**src/rtl/fetch_pkg.sv**
```systemverilog
// Shared types and constants for the instruction prefetch unit.
// Holds the NOP filler, the default boot PC and the buffer entry layout.
package fetch_pkg;

  localparam logic [31:0] NOP_INST = 32'h0000_0013;
  localparam logic [31:0] START_ADDR_DEFAULT = 32'h2000_0000;

  typedef struct packed {
    logic [31:0] pc;
    logic [31:0] inst;
  } fetch_entry_t;

endpackage

```
**src/rtl/fetch_prefetch_if.sv**
```systemverilog
// Bus bundle between the prefetch unit, the MMU and the decoder.
// master: prefetch side (drives requests and fetch outputs); slave: environment side.
interface fetch_prefetch_if;

  logic        FLUSH;
  logic [31:0] FLUSH_PC;
  logic        STALL;
  logic        MEM_WAIT;
  logic        INST_RDEN;
  logic [31:0] INST_RIADDR;
  logic        INST_RVALID;
  logic [31:0] INST_ROADDR;
  logic [31:0] INST_RDATA;
  logic        FETCH_VALID;
  logic [31:0] FETCH_PC;
  logic [31:0] FETCH_INST;
  logic        PROTO_ERR;

  modport master (
    input  FLUSH, FLUSH_PC, STALL, MEM_WAIT,
    input  INST_RVALID, INST_ROADDR, INST_RDATA,
    output INST_RDEN, INST_RIADDR,
    output FETCH_VALID, FETCH_PC, FETCH_INST, PROTO_ERR
  );

  modport slave (
    output FLUSH, FLUSH_PC, STALL, MEM_WAIT,
    output INST_RVALID, INST_ROADDR, INST_RDATA,
    input  INST_RDEN, INST_RIADDR,
    input  FETCH_VALID, FETCH_PC, FETCH_INST, PROTO_ERR
  );

endinterface

```
**src/rtl/fetch_fifo.sv**
```systemverilog
// Synchronous prefetch buffer: push/pop/clear, occupancy count out.
// Ports: clk, rst, push, pop, clear, din -> dout (head), count.
module fetch_fifo
  import fetch_pkg::*;
#(
  parameter int DEPTH = 4,
  parameter int CW    = $clog2(DEPTH + 1)
) (
  input  logic         clk,
  input  logic         rst,
  input  logic         push,
  input  logic         pop,
  input  logic         clear,
  input  fetch_entry_t din,
  output fetch_entry_t dout,
  output logic [CW-1:0] count
);

  localparam int PW = $clog2(DEPTH);

  fetch_entry_t  mem_q [DEPTH];
  fetch_entry_t  mem_d [DEPTH];
  logic [PW-1:0] wr_q, wr_d;
  logic [PW-1:0] rd_q, rd_d;
  logic [CW-1:0] cnt_q, cnt_d;

  // DEPTH is a power of two, so pointers wrap by natural overflow
  always_comb begin
    mem_d = mem_q;
    wr_d  = wr_q;
    rd_d  = rd_q;
    cnt_d = cnt_q;
    if (clear) begin
      wr_d  = '0;
      rd_d  = '0;
      cnt_d = '0;
    end else begin
      if (push) begin
        mem_d[wr_q] = din;
        wr_d = wr_q + PW'(1);
      end
      if (pop) begin
        rd_d = rd_q + PW'(1);
      end
      if (push && !pop) begin
        cnt_d = cnt_q + CW'(1);
      end else if (pop && !push) begin
        cnt_d = cnt_q - CW'(1);
      end
    end
  end

  always_ff @(posedge clk or posedge rst) begin
    if (rst) begin
      wr_q  <= '0;
      rd_q  <= '0;
      cnt_q <= '0;
      for (int i = 0; i < DEPTH; i++) begin
        mem_q[i] <= '0;
      end
    end else begin
      wr_q  <= wr_d;
      rd_q  <= rd_d;
      cnt_q <= cnt_d;
      mem_q <= mem_d;
    end
  end

  assign dout  = mem_q[rd_q];
  assign count = cnt_q;

endmodule

```
**src/rtl/fetch_prefetch.sv**
```systemverilog
// Instruction prefetch: issues sequential fetches, buffers responses in order.
// Ports: CLK, RST, bus (master: requests to MMU, fetch head to decoder, PROTO_ERR).
module fetch_prefetch
  import fetch_pkg::*;
#(
  parameter logic [31:0] START_ADDR      = START_ADDR_DEFAULT,
  parameter int          DEPTH           = 4,
  parameter int          MAX_OUTSTANDING = 2
) (
  input  logic CLK,
  input  logic RST,
  fetch_prefetch_if.master bus
);

  localparam int CW = $clog2(MAX_OUTSTANDING + 1);
  localparam int OW = $clog2(DEPTH + 1);

  logic [31:0]   pc_q, pc_d;
  logic [31:0]   last_pc_q, last_pc_d;
  logic [CW-1:0] inflt_q, inflt_d;
  logic [CW-1:0] disc_q, disc_d;
  logic          proto_err_q, proto_err_d;

  logic [OW-1:0] occ;
  fetch_entry_t  head;
  fetch_entry_t  push_ent;
  logic          rden, accept, rsp_ok;
  logic          push, pop, valid;

  // Credit: buffered + in-flight never exceeds DEPTH, so a push always fits
  assign rden = !RST && !bus.FLUSH
             && ((int'(occ) + int'(inflt_q)) < DEPTH)
             && (int'(inflt_q) < MAX_OUTSTANDING);

  assign accept   = rden && !bus.MEM_WAIT;
  assign rsp_ok   = bus.INST_RVALID && (inflt_q != '0);
  assign push     = rsp_ok && (disc_q == '0) && !bus.FLUSH;
  assign valid    = (occ != '0);
  assign pop      = valid && !bus.STALL && !bus.FLUSH;
  assign push_ent = '{pc: bus.INST_ROADDR, inst: bus.INST_RDATA};

  always_comb begin
    pc_d        = pc_q;
    last_pc_d   = last_pc_q;
    inflt_d     = inflt_q + CW'(accept) - CW'(rsp_ok);
    disc_d      = disc_q;
    proto_err_d = proto_err_q;
    if (bus.FLUSH) begin
      pc_d = bus.FLUSH_PC;
    end else if (accept) begin
      pc_d = pc_q + 32'd4;
    end
    // Responses still owed for pre-flush requests must be thrown away
    if (bus.FLUSH) begin
      disc_d = inflt_q - CW'(rsp_ok);
    end else if (rsp_ok && (disc_q != '0)) begin
      disc_d = disc_q - CW'(1);
    end
    if (bus.INST_RVALID && (inflt_q == '0)) begin
      proto_err_d = 1'b1;
    end
    if (pop) begin
      last_pc_d = head.pc;
    end
  end

  always_ff @(posedge CLK or posedge RST) begin
    if (RST) begin
      pc_q        <= START_ADDR;
      last_pc_q   <= START_ADDR;
      inflt_q     <= '0;
      disc_q      <= '0;
      proto_err_q <= 1'b0;
    end else begin
      pc_q        <= pc_d;
      last_pc_q   <= last_pc_d;
      inflt_q     <= inflt_d;
      disc_q      <= disc_d;
      proto_err_q <= proto_err_d;
    end
  end

  fetch_fifo #(
    .DEPTH (DEPTH),
    .CW    (OW)
  ) u_fifo (
    .clk   (CLK),
    .rst   (RST),
    .push  (push),
    .pop   (pop),
    .clear (bus.FLUSH),
    .din   (push_ent),
    .dout  (head),
    .count (occ)
  );

  assign bus.INST_RDEN   = rden;
  assign bus.INST_RIADDR = pc_q;
  assign bus.FETCH_VALID = valid;
  assign bus.FETCH_PC    = valid ? head.pc : last_pc_q;
  assign bus.FETCH_INST  = valid ? head.inst : NOP_INST;
  assign bus.PROTO_ERR   = proto_err_q;

endmodule

```
**src/flat_wrapper.sv**
```systemverilog
// flat-port wrapper written by rule: the top's interface ports become plain ports
module fetch_prefetch_flat import fetch_pkg::*;
#(
  parameter logic [31:0] START_ADDR      = START_ADDR_DEFAULT,
  parameter int          DEPTH           = 4,
  parameter int          MAX_OUTSTANDING = 2
)
  (CLK, RST, bus_FLUSH, bus_FLUSH_PC, bus_STALL, bus_MEM_WAIT, bus_INST_RVALID, bus_INST_ROADDR, bus_INST_RDATA, bus_INST_RDEN, bus_INST_RIADDR, bus_FETCH_VALID, bus_FETCH_PC, bus_FETCH_INST, bus_PROTO_ERR);
  fetch_prefetch_if bus_i ();
  input  logic CLK;
  input  logic RST;
  input wire logic [$bits(bus_i.FLUSH)-1:0] bus_FLUSH;
  input wire logic [$bits(bus_i.FLUSH_PC)-1:0] bus_FLUSH_PC;
  input wire logic [$bits(bus_i.STALL)-1:0] bus_STALL;
  input wire logic [$bits(bus_i.MEM_WAIT)-1:0] bus_MEM_WAIT;
  input wire logic [$bits(bus_i.INST_RVALID)-1:0] bus_INST_RVALID;
  input wire logic [$bits(bus_i.INST_ROADDR)-1:0] bus_INST_ROADDR;
  input wire logic [$bits(bus_i.INST_RDATA)-1:0] bus_INST_RDATA;
  output wire logic [$bits(bus_i.INST_RDEN)-1:0] bus_INST_RDEN;
  output wire logic [$bits(bus_i.INST_RIADDR)-1:0] bus_INST_RIADDR;
  output wire logic [$bits(bus_i.FETCH_VALID)-1:0] bus_FETCH_VALID;
  output wire logic [$bits(bus_i.FETCH_PC)-1:0] bus_FETCH_PC;
  output wire logic [$bits(bus_i.FETCH_INST)-1:0] bus_FETCH_INST;
  output wire logic [$bits(bus_i.PROTO_ERR)-1:0] bus_PROTO_ERR;
  assign bus_i.FLUSH = bus_FLUSH;
  assign bus_i.FLUSH_PC = bus_FLUSH_PC;
  assign bus_i.STALL = bus_STALL;
  assign bus_i.MEM_WAIT = bus_MEM_WAIT;
  assign bus_i.INST_RVALID = bus_INST_RVALID;
  assign bus_i.INST_ROADDR = bus_INST_ROADDR;
  assign bus_i.INST_RDATA = bus_INST_RDATA;
  assign bus_INST_RDEN = bus_i.INST_RDEN;
  assign bus_INST_RIADDR = bus_i.INST_RIADDR;
  assign bus_FETCH_VALID = bus_i.FETCH_VALID;
  assign bus_FETCH_PC = bus_i.FETCH_PC;
  assign bus_FETCH_INST = bus_i.FETCH_INST;
  assign bus_PROTO_ERR = bus_i.PROTO_ERR;
  fetch_prefetch #(.START_ADDR(START_ADDR), .DEPTH(DEPTH), .MAX_OUTSTANDING(MAX_OUTSTANDING)) u_core (.CLK(CLK), .RST(RST), .bus(bus_i));
endmodule
```
**config.mk**
```make
export PLATFORM = sky130hd
export DESIGN_NAME = fetch_prefetch_flat
export DESIGN_NICKNAME = d
export VERILOG_FILES = /design/src/rtl/fetch_pkg.sv /design/src/rtl/fetch_prefetch_if.sv /design/src/rtl/fetch_fifo.sv /design/src/rtl/fetch_prefetch.sv /design/src/flat_wrapper.sv
export SDC_FILE = /design/constraint.sdc
export NUM_CORES = 1
export LEC_CHECK = 0
export BUFFER_PORTS_ARGS = -buffer_cell sky130_fd_sc_hd__buf_2
export CAP_MARGIN = 5
export CELL_PAD_IN_SITES_DETAIL_PLACEMENT = 1
export CELL_PAD_IN_SITES_GLOBAL_PLACEMENT = 1
export CORE_MARGIN = 5
export CORE_UTILIZATION = 44
export CTS_CLUSTER_DIAMETER = 150
export DETAILED_ROUTE_END_ITERATION = 10
export GPL_ROUTABILITY_DRIVEN = 1
export PLACE_DENSITY_LB_ADDON = 0.1
export SLEW_MARGIN = 20
export SYNTH_ARGS = -nofsm -noshare
export SYNTH_HDL_FRONTEND = slang
export SYNTH_HIERARCHICAL = 1
export SYNTH_SLANG_ARGS = --single-unit
```
**constraint.sdc**
```tcl
create_clock -name CLK -period 7.7 [get_ports CLK]
set_clock_uncertainty 0.15 [all_clocks]
set_input_delay 0.77 -clock CLK [delete_from_list [all_inputs] [get_ports CLK]]
set_output_delay 0.77 -clock CLK [all_outputs]
set_load 0.02 [all_outputs]
```
# Word level (Yosys, flattened, before mapping)
# Cells that the tools add are included.
[op_classes] n_mul=0 shift=0 bitwise=3 magnitude_cmp=5 muxes=19 add_sub_neg=10 div_mod_pow=0 n_reduce_logical=31 eq_ne=0
[op_table] op="bitwise mux 256 bit" n=1
[op_table] op="2-to-1 mux 64 bit" n=3
[op_table] op="binary-select mux 64 bit (select 2 bit)" n=1
[op_table] op="demux 64 bit (select 2 bit)" n=1
[op_table] op="2-to-1 mux 32 bit" n=4
[op_table] op="adder 32 x 3 -> 32 bit, second input constant" n=1
[op_table] op="< comparator 32 x 4 -> 1 bit, second input constant" n=1
[op_table] op="logical AND 1 bit" n=14
[op_table] op="2-to-1 mux 2 bit" n=6
[op_table] op="nonzero test 2 bit" n=6
[op_table] op="2-to-1 mux 3 bit" n=3
[op_table] op="greater-or-equal comparator 3 bit, second input constant" n=2
[op_table] op="zero test 1 bit" n=6
[op_table] op="inverter 2 -> 3 bit" n=2
[op_table] op="nonzero test 3 bit" n=2
[op_table] op="adder 2 x 1 -> 2 bit, second input constant" n=2
[op_table] op="adder 3 x 2 -> 4 bit" n=1
[op_table] op="zero test 2 bit" n=2
[op_table] op="subtractor 2 x 1 -> 2 bit" n=2
[op_table] op="adder 3 x 1 -> 3 bit, second input constant" n=1
[op_table] op="< comparator 3 x 1 -> 1 bit, second input constant" n=1
[op_table] op="subtractor 3 x 1 -> 3 bit, second input constant" n=1
[op_table] op="adder 2 x 1 -> 2 bit" n=1
[op_table] op="< comparator 2 bit, second input constant" n=1
[op_table] op="other kinds (3)" n=3
[totals] register_bits=332 n_memories=0 mem_bits_rw=0 rom_bits=0 latch_bits=0

# Logic depth before layout (Yosys ltp)
[logic_depth] ltp_word=9 ltp_mapped=11

# By module
# The synthesis kept the hierarchy.
[by_module_without_submodules] mod="fetch_fifo" cells_per_inst=658 area_each_um2=12703.4 instances=1
[by_module_without_submodules] mod="fetch_prefetch" cells_per_inst=455 area_each_um2=3996.3 instances=1

# Worst setup path before layout
# OpenSTA, ideal clock, no wires.
[synth_timing] path_type="input to register" from="input port bus_FLUSH" to="register u_core.u_fifo.cnt_q[2], in the netlist u_core/u_fifo/count[2]" setup_ps=77 slack_ps=4425 arrival_ps=3047 stages=11 path_cell_list="buf_6 -> or3_1 -> clkbuf_1 -> inv_1 -> clkbuf_1 -> inv_1 -> ha_1 -> fa_1 -> xnor2_1 -> or3_1 -> a21oi_1"
[synth_between] elab_chain_len=6 elab_cells_between_ends=10 classes_between="mux: 2; reduce/logical: 8"
[synth_lines] item="start: declaration" line="flat_wrapper.sv:12" text="input wire logic [$bits(bus_i.FLUSH)-1:0] bus_FLUSH;"
[synth_lines] item="zero test 1 bit *" line="fetch_prefetch.sv:39" text="assign pop = valid && !bus.STALL && !bus.FLUSH;"
[synth_lines] item="logical AND 1 bit *" line="fetch_prefetch.sv:39"
[synth_lines] item="net u_core.pop" line="fetch_prefetch.sv:28" text="logic push, pop, valid;"
[synth_lines] item="zero test 1 bit" line="fetch_fifo.sv:45" text="if (push && !pop) begin"
[synth_lines] item="logical AND 1 bit" line="fetch_fifo.sv:45"
[synth_lines] item="2-to-1 mux 3 bit" line="fetch_fifo.sv:45"
[synth_lines] item="2-to-1 mux 3 bit" line="fetch_fifo.sv:33" text="if (clear) begin"
[synth_lines] item="end signal: assignment" line="fetch_fifo.sv:64" text="cnt_q <= cnt_d;"
[synth_lines] item="end: declaration" line="fetch_fifo.sv:25" text="logic [CW-1:0] cnt_q, cnt_d;"
# The timed path passes the listed nets; every way through them passes the cells marked *.
# A chain may end at the register's enable or synchronous reset.

==> metrics <==
Static Leak a little under 0.01 uW; via count normalized by instance count 5.238; worst reg2reg path startpoint u_core/u_fifo/count[0]; critical path endpoint category output pin; Die Footprint approximately 0.042 mm2; post-synthesis sequential element count about 330; upper clock frequency limit between 200 and 250 MHz; aggregate global routing overflow 0; CORE AREA approximately 0.038 mm2; clock insertion delay at the later pin of the skew report 0.53 ns; part of the power in combinational logic 32.2%; fin. max-slew vios 0; CTS clock-pin slew for the worst setup and hold paths roughly 0.050 ns; crit-path max cell delay between 0.8 and 0.9 ns; number of nets at the end of the flow 1417; Max H-tree Level 2; min cycle time layout around 4.2 ns; register-to-register setup slack around 4.2 ns; cell with the biggest individual delay on the critical path sky130_fd_sc_hd__dfrtp_4; share of cells above drive strength 1 about half; relative area change from synthesis to final layout 13.99%; fraction of the yosys area taken by sequential cells about half; number of buffers created by CTS 39; routed wirelength normalized by instance count ~22 um; maximum root-to-sink buffer count 3; worst-case headroom to the max-slew limit about a third; wire length of the first global-routing pass about 64000 um; switching power between 1500 and 2000 uW; via count around 9700; Power Internal between 4000 and 5000 uW; root buffer selected by CTS sky130_fd_sc_hd__clkbuf_16; number of synthesized flops with an enable pin 0; violation count after the first detailed-routing iteration 391; average cell area after synthesis 15.00 um2; via count of the first global-routing pass 10970; HP Class in -> async; Die Ht between 200 and 250 um; Post-Synthesis Net Count about 1200; switching share of total power 31.90%; final routed wirelength across all metal layers 40010 um; sum of negative setup slack 0 ns; count of final hold-check violations 0; RSZ-0062 raised after global routing no; final worst-path cycle share a little over half; element type at the critical path start register; number of max-capacitance violations reported 0; count of nets left with antenna violations after detail routing 0; data arrival at the endpoint of the critical path about 3.3 ns; most common library cell in the layout ignoring fill and taps sky130_fd_sc_hd__dfrtp_1; measured slew at the worst slew-check pin around 1.0 ns; largest net degree at the start of global routing approximately 110; share of power burned in the clock network about 30%; total routing usage reported by global routing 19.27%; gpl congestion approximately 0.72; reg2reg end u_core/u_fifo/count[2]; Setup CP Type reg -> out; number of top-level pins roughly 200; total setup violations reported at the end of the flow 0; relative contribution of sequential cells to total power a little under two fifths; Most used DFF post-synth sky130_fd_sc_hd__dfrtp_1; cell-by-cell listing of the critical path buf_4, mux4_2, mux2_2, buf_2; proportion of synthesized flip-flops having asynchronous set or reset 100.0%; Power, Total roughly 6000 uW; post-CTS sizing 0; cts hold-fix bufs 0; Syn Std Cell Area about 0.017 mm2; number of sinks driven by the clock tree 332; commonest non-fill, non-tap cells in the layout 328 x sky130_fd_sc_hd__dfrtp_1, 240 x sky130_fd_sc_hd__mux2_4, 200 x sky130_fd_sc_hd__buf_2, 137 x sky130_fd_sc_hd__nand2_1, 64 x sky130_fd_sc_hd__mux4_2; clock tree from TritonCTS done; Req. time, crit path a little under 7 ns; floorplan row count between 70 and 80; synthesized instance count about 1100; initial antenna violation count 6; biggest fanout along the worst timing path 37; DIE WIDTH ~200 um; Synth warnings 6; initial cell density of the core between 40 and 50%; number of distinct library cells after synthesis 51; count of unresolved DRC violations after routing 0; cell depth of the worst flop-to-flop path 11; HPWL reported at the end of detailed placement between 20000 and 25000 um; buffer count from post-CTS setup fixing 0; result of the run finished clean; PwrDens around 320 mW/mm2; worst IR drop on VDD about 0.00025 V; number of buffers added on ports 200; number of search-and-repair iterations in the first detailed-routing pass 4
## how the worst max path moves through the flow
stage,end,slack [ns],depth (start not counted),start
detailed placement,u_core/u_fifo/mem_q[59],3.61,7,bus_FLUSH
global route,bus_FETCH_PC[31],3.30,4,u_core/u_fifo/rd_q[0]
CTS,bus_FETCH_PC[31],3.39,4,u_core/u_fifo/rd_q[0]
global placement,u_core/u_fifo/mem_q[75],3.69,7,bus_FLUSH
floorplan,u_core/u_fifo/count[0],3.31,1,RST
finish,bus_FETCH_PC[31],3.50,4,u_core/u_fifo/rd_q[0]
## per-layer routing
layer	share of wire [%]	wire (um)	up-vias	track usage, %
met1	46	18230	5061	26.27
li1	-	-	4365	-
met5	0.15	60	-	0
met2	48	19200	164	32.04
met3	4.7	1869	59	3.942
met4	1.6	643	10	4.475
## layout make-up
| cell class | count | area (um2) |
|---|---|---|
| flip-flops and latches | 332 | 8318 |
| repair buffers | 213 | 1111 |
| multi-input cells | 699 | 7620 |
| clock inverters | 6 | 82.58 |
| inverters | 18 | 71.32 |
| fillers | 3782 | 18540 |
| clock buffers | 63 | 1189 |
| diodes | 2 | 5.005 |
| well taps | 511 | 639.4 |
## critical path: cells and delay by family, from the launching register on
kind                   cells  cell delay [ns]
multiplexers               2             0.94
flip-flops                 1             0.87
buffers and inverters      2             0.91
## flip-flops by register name (all words and copies together) (netlist names)
name and count:
u_core/u_fifo/mem_q 256, u_core/bus.INST_RIADDR 32, u_core/last_pc_q 32, u_core/u_fifo/count 3
u_core/disc_q 2, u_core/inflt_q 2, u_core/u_fifo/rd_q 2, u_core/u_fifo/wr_q 2
u_core/bus.PROTO_ERR 1
## metrics by stage
stage | instance area (um2) | worst slack [ns] | cells | util (%) | hold slack, ns
3_5_place_dp | 17760 | 3.612 | 1773 | 47.26 | 0.2986
3_3_place_gp | 17760 | 3.692 | 1773 | 47.26 | 0.2948
5_1_grt | 19030 | 3.299 | 1842 | 50.64 | 0.07932
2_1_floorplan | 16700 | 3.310 | 1113 | - | 0.2868
6_report | 19040 | 3.504 | 1844 | 50.66 | 0.08202
4_1_cts | 19030 | 3.391 | 1842 | 50.64 | 0.06092
## cells in the mapped netlist (all sizes together) (3+ instances only)
cell    number  area [um2]
xnor2       13       113.9
ha          11       137.6
a21oi        6       30.03
or3          3       18.77
and3         7       43.79
nand4       12       81.33
a31o         3       26.28
o311ai       6       52.55
buf         46       639.4
nand2b       4       25.02
nor2        23       86.33
nor3         7       40.04
nand3       16       80.08
nand2      141       594.3
o211ai       9       67.56
mux2       293        4200
nor4         6       52.55
dfrtp      330        8258
mux2i        4       40.04
inv         17       63.81
mux4        64        1441
and2        32       200.2
o21ai       19       95.09
clkbuf      18       67.56
xor2         5       43.79
## cell families (layout without fill, tap and decap cells)
| logic type | count (synthesis) | after routing | share of synthesized area (%) |
|---|---|---|---|
| adder cells (fa/ha/maj) | 12 | 12 | 0.9440 |
| buffers and inverters | 82 | 300 | 4.638 |
| AO/OA/AOI/OAI | 52 | 52 | 2.068 |
| other | 0 | 2 | 0 |
| XOR/XNOR | 18 | 18 | 0.9440 |
| multiplexers | 361 | 361 | 34.02 |
| AND/OR/NAND/NOR | 256 | 256 | 7.620 |
| flip-flops | 332 | 332 | 49.76 |
## power by group through the flow
stage | clock network (uW) | logic [uW] | registers, uW
floorplan | 0 | 1430 | 2220
detailed placement | 0 | 1980 | 2280
finish | 1830 | 1940 | 2260
global route | 1970 | 2100 | 2290
CTS | 1890 | 1990 | 2260
global placement | 0 | 1950 | 2270
No activity file was read; power rests on OpenSTA's default activity.
